[config.mk]
export PLATFORM = sky130hd
export DESIGN_NAME = lc3_mem_arbiter
export DESIGN_NICKNAME = d
export VERILOG_FILES = /design/src/rtl/lc3_mem_arbiter.sv
export SDC_FILE = /design/constraint.sdc
export NUM_CORES = 1
export LEC_CHECK = 0
export CAP_MARGIN = 0
export CORE_ASPECT_RATIO = 1.5
export CORE_MARGIN = 5
export CORE_UTILIZATION = 40
export CTS_CLUSTER_SIZE = 16
export DETAILED_ROUTE_END_ITERATION = 8
export PLACE_DENSITY_LB_ADDON = 0.3
export SLEW_MARGIN = 40
export SYNTH_ARGS = -nofsm -noshare
export SYNTH_HDL_FRONTEND = slang
export SYNTH_SLANG_ARGS = --single-unit
[constraint.sdc]
create_clock -name clk -period 2.2 [get_ports clk]
set_clock_uncertainty 0.2 [all_clocks]
set_input_delay 0.44 -clock clk [delete_from_list [all_inputs] [get_ports clk]]
set_output_delay 0.44 -clock clk [all_outputs]
set_load 0.005 [all_outputs]
[src/rtl/lc3_mem_arbiter.sv]
// LC-3 unified memory arbiter: CPU and debug/loader ports share one
// fixed-latency synchronous memory with round-robin tie breaking.
module lc3_mem_arbiter #(
  parameter int ADDR_WIDTH  = 16,
  parameter int DATA_WIDTH  = 16,
  parameter int MEM_LATENCY = 1
) (
  input  logic                  clk,
  input  logic                  reset_n,
  input  logic                  cpu_req,
  input  logic                  cpu_we,
  input  logic [ADDR_WIDTH-1:0] cpu_addr,
  input  logic [DATA_WIDTH-1:0] cpu_wdata,
  output logic [DATA_WIDTH-1:0] cpu_rdata,
  output logic                  cpu_ready,
  input  logic                  dbg_req,
  input  logic                  dbg_we,
  input  logic [ADDR_WIDTH-1:0] dbg_addr,
  input  logic [DATA_WIDTH-1:0] dbg_wdata,
  output logic [DATA_WIDTH-1:0] dbg_rdata,
  output logic                  dbg_ack,
  output logic                  mem_en,
  output logic                  mem_we,
  output logic [ADDR_WIDTH-1:0] mem_addr,
  output logic [DATA_WIDTH-1:0] mem_wdata,
  input  logic [DATA_WIDTH-1:0] mem_rdata,
  output logic                  gnt_cpu,
  output logic                  gnt_dbg,
  output logic                  busy
);

  typedef enum logic [1:0] {
    IDLE, ACCESS, WAIT, DONE
  } state_t;

  localparam logic [2:0] LAT_M1 = 3'(MEM_LATENCY - 1);

  state_t                state_q, state_d;
  logic                  last_dbg_q, last_dbg_d;
  logic                  own_dbg_q, own_dbg_d;
  logic                  we_q, we_d;
  logic [ADDR_WIDTH-1:0] addr_q, addr_d;
  logic [DATA_WIDTH-1:0] wdata_q, wdata_d;
  logic [2:0]            cnt_q, cnt_d;
  logic [DATA_WIDTH-1:0] cpu_rdata_q, cpu_rdata_d;
  logic [DATA_WIDTH-1:0] dbg_rdata_q, dbg_rdata_d;
  logic                  pick_dbg;

  always_ff @(posedge clk) begin
    if (!reset_n) begin
      state_q     <= IDLE;
      last_dbg_q  <= 1'b1;
      own_dbg_q   <= 1'b0;
      we_q        <= 1'b0;
      addr_q      <= '0;
      wdata_q     <= '0;
      cnt_q       <= '0;
      cpu_rdata_q <= '0;
      dbg_rdata_q <= '0;
    end else begin
      state_q     <= state_d;
      last_dbg_q  <= last_dbg_d;
      own_dbg_q   <= own_dbg_d;
      we_q        <= we_d;
      addr_q      <= addr_d;
      wdata_q     <= wdata_d;
      cnt_q       <= cnt_d;
      cpu_rdata_q <= cpu_rdata_d;
      dbg_rdata_q <= dbg_rdata_d;
    end
  end

  always_comb begin
    state_d     = state_q;
    last_dbg_d  = last_dbg_q;
    own_dbg_d   = own_dbg_q;
    we_d        = we_q;
    addr_d      = addr_q;
    wdata_d     = wdata_q;
    cnt_d       = cnt_q;
    cpu_rdata_d = cpu_rdata_q;
    dbg_rdata_d = dbg_rdata_q;
    pick_dbg    = 1'b0;
    unique case (state_q)
      IDLE: begin
        // On a tie the port that did not win last time takes the memory
        pick_dbg = dbg_req & (~cpu_req | ~last_dbg_q);
        if (cpu_req | dbg_req) begin
          own_dbg_d  = pick_dbg;
          last_dbg_d = pick_dbg;
          we_d       = pick_dbg ? dbg_we    : cpu_we;
          addr_d     = pick_dbg ? dbg_addr  : cpu_addr;
          wdata_d    = pick_dbg ? dbg_wdata : cpu_wdata;
          state_d    = ACCESS;
        end
      end
      ACCESS: begin
        cnt_d   = LAT_M1;
        state_d = (MEM_LATENCY == 1) ? DONE : WAIT;
      end
      WAIT: begin
        cnt_d = cnt_q - 3'd1;
        if (cnt_q <= 3'd1) state_d = DONE;
      end
      DONE: begin
        if (!we_q) begin
          if (own_dbg_q) dbg_rdata_d = mem_rdata;
          else           cpu_rdata_d = mem_rdata;
        end
        state_d = IDLE;
      end
      default: state_d = IDLE;
    endcase
  end

  // Read data is forwarded in DONE so it is valid with the pulse
  assign cpu_rdata = cpu_rdata_d;
  assign dbg_rdata = dbg_rdata_d;
  assign cpu_ready = (state_q == DONE) & ~own_dbg_q;
  assign dbg_ack   = (state_q == DONE) &  own_dbg_q;
  assign mem_en    = (state_q == ACCESS);
  assign mem_we    = (state_q == ACCESS) & we_q;
  assign mem_addr  = addr_q;
  assign mem_wdata = wdata_q;
  assign busy      = (state_q != IDLE);
  assign gnt_cpu   = busy & ~own_dbg_q;
  assign gnt_dbg   = busy &  own_dbg_q;

endmodule

==> key figures <==
Critical path
  • Kind of critical path: reg2out
  • Startpoint class of the critical path: flip-flop
  • Nature of the critical path endpoint: primary output
  • Crit path max fanout: 5
  • Worst Path Required: 1560 ps
  • WP data arrival: 1780 ps

Placement
  • RePlAce Congestion: 0.761
  • Post-DP Area: 4890 um2
  • I/O Buffers: 156
  • Detailed placer's ending HPWL: 6300 um

Power and ir drop
  • Clock power share: 0.306
  • Net Switching: 0.00117 W
  • Final Power: 0.00439 W
  • Switch share: 0.266
  • Cell-internal power: 0.00322 W
  • Combinational group share of total power: 0.329
  • Worst IR Drop VDD: 0.000524 V
  • Static leakage: 2.42 nW
  • Flop pwr share: 0.365
  • PwrDens: 794 nW/um2

Synth
  • Mapped Cells: 302
  • Mapped cell area: 3150 um2
  • Synth top area share: 0.458
  • Yosys top cell by area: dfxtp_1
  • Area contributors post-synth: dfxtp_1 46%, mux2i_1 11%, mux2_2 7.5%, and2_1 7.2%, o21ai_0 5.6%
  • Post-synth EDFFs: 0
  • Async SR Flop Fraction: 0
  • Count leader, synth: dfxtp_1
  • Most instantiated cells after synthesis: 72 x dfxtp_1, 36 x and2_1, 36 x mux2i_1
  • Main synth FF type: dfxtp_1
  • Number of synthesized register bits: 72
  • Net count after synthesis: 394
  • Yosys warns: 0
  • Yosys cell types: 28
  • Mean Syn Cell Area: 10.4 um2
  • Seq/Total Area, Yosys: 0.458

STA
  • Post-route setup slack: -222 ps
  • Tcrit/Tclk final: 1.10
  • Final Setup Violations: 32
  • Least-Margin Pin Slew: 336 ps
  • Slew margin rel.: 0.776
  • Highest clock rate: 0.413 GHz
  • Fin. Hold Viols: 0
  • Unrepaired setup endpoints after global routing: yes
  • Min Tclk post-route: 2420 ps
  • Max Slew Vio Count: 0

Clock tree
  • Num CTS Buffers: 9
  • CTS Sinks: 72
  • H-tree depth: 3
  • TritonCTS clock tree: yes
  • CTS Buffer Depth: 2
  • Root Buffer: clkbuf_16
  • Clk Latency, worst-skew pair: 330 ps
  • Clk slew on worst S/H paths: 50 ps

Global routing
  • Total track usage: 0.200
  • GRT busiest layer: met2
  • Largest net degree at the start of global routing: 75
  • First-pass GRT wire length: 14800 um
  • Total grt overflow: 0
  • Number of global-route vias before repair: 3003
  • GR met2 Demand/Resource: 0.342
  • Global Route met3 Usage: 0.103
  • GR Layer Usage met1: 0.203
  • Initial antenna violation count: 0

Layout
  • Final Instance Area: 5530 um2
  • Antenna cells: 0
  • Nets: 575
  • Area growth, synth to finish: 75.7%
  • Final-layout fill cell count: 547
  • Layout cells sized above 1: 0.249

Drt
  • DRT Wirelength: 9600 um
  • Antenna-violating nets left: 0
  • Drt first pass iters: 4
  • WL/cell: 16.3 um
  • Via Count: 2851
  • DRC Markers: 0
  • Number of DRC markers in iteration 0: 68
  • Vias/cell: 4.85

Die
  • Die Width: 82.4 um
  • DIE AREA: 9780 um2
  • Row count: 39
  • Core footprint: 7660 um2
  • Initial Util: 0.411
  • # IOs: 157
  • Die height: 119 um

Job
  • Max-cap violation count: 0

Run status
  • Outcome: finished with violations
  • Failing checks: setup timing

Hold path
  • Hold Path Class: reg2reg
sequential cells by signal, indices dropped and copies added, names as in the netlist:
register	flops
dbg_rdata_q	16
cnt_q	3
mem_wdata	16
cpu_rdata_q	16
last_dbg_q	1
we_q	1
own_dbg_q	1
mem_addr	16
state_q	2
placed cells by master, fill, tap and decap left out, types with 3 or more instances in the layout:
master and instances:
a21oi_1 34, and2_1 36, buf_12 6, buf_4 22
buf_6 38, clkbuf_16 9, clkbuf_8 3, clkdlybuf4s50_1 116
dfxtp_1 70, dlygate4sd2_1 6, ha_1 4, inv_1 5
mux2_4 32, mux2i_1 36, nand2_1 5, nand2b_1 3
o21ai_0 35
per-stage QoR:
step / util / TNS (ps) / hold slack [ps] / setup slack [ps] / instances
CTS: 0.717 / -6280 / 339 / -233 / 583
finish: 0.722 / -4930 / 335 / -222 / 588
global route: 0.722 / -7050 / 354 / -284 / 588
global placement: 0.639 / -3580 / 317 / -139 / 553
floorplan: - / 0 / 268 / 87.1 / 302
detailed placement: 0.639 / -4470 / 326 / -173 / 553
worst paths after layout:
kind	from	to	slack, ps	depth (start not counted)
min reg2reg	mem_addr[13]	mem_addr[13]	340	2
max	state_q[1]	dbg_rdata[5]	-220	7
max reg2reg	state_q[1]	dbg_rdata_q[8]	280	8
min	mem_addr[13]	mem_addr[13]	340	2
cell type report:
| cell class | instances | area, um2 | share of cell area |
|---|---|---|---|
| Tap cell | 102 | 128 | 0.0231 |
| Sequential cell | 72 | 1440 | 0.261 |
| Multi-Input combinational cell | 203 | 1680 | 0.304 |
| Clock buffer | 14 | 274 | 0.0495 |
| Timing Repair Buffer | 192 | 1980 | 0.359 |
| Inverter | 5 | 18.8 | 0.00339 |
per-layer routing:
layer	share of wire	up-vias
met5	0	-
met4	0.014	0
met3	0.13	13
met2	0.49	136
met1	0.37	1294
li1	-	1408
power groups by stage:
stage	clock network (W)	logic [W]	registers, W
2_1_floorplan	0	0.000573	0.00161
3_3_place_gp	0	0.00134	0.00160
3_5_place_dp	0	0.00136	0.00161
4_1_cts	0.00138	0.00146	0.00160
5_1_grt	0.00144	0.00158	0.00162
6_report	0.00134	0.00144	0.00160
repair_timing:
item | in CTS | in global routing
cloned | 2 | 0
pin swaps | 0 | 1
hold buffers | 0 | 0
setup buffers | 14 | 8
setup endpoints to repair | 38 | 33
gates resized for setup | 200 | 9
cells by family after synthesis:
family	share of synthesized area
compound gates	0.126
fa+ha+maj	0.0238
buf+inv	0.0425
flops	0.458
mux	0.241
simple gates	0.109
worst max-delay path, cell delays in order (launching register included):
cell and delay (ps):
dfxtp_2 350, ha_4 150, buf_6 100, nand3b_4 130, buf_12 180, buf_8 130
mux2_4 300, buf_6 120
No activity file was read; power rests on OpenSTA's default activity.
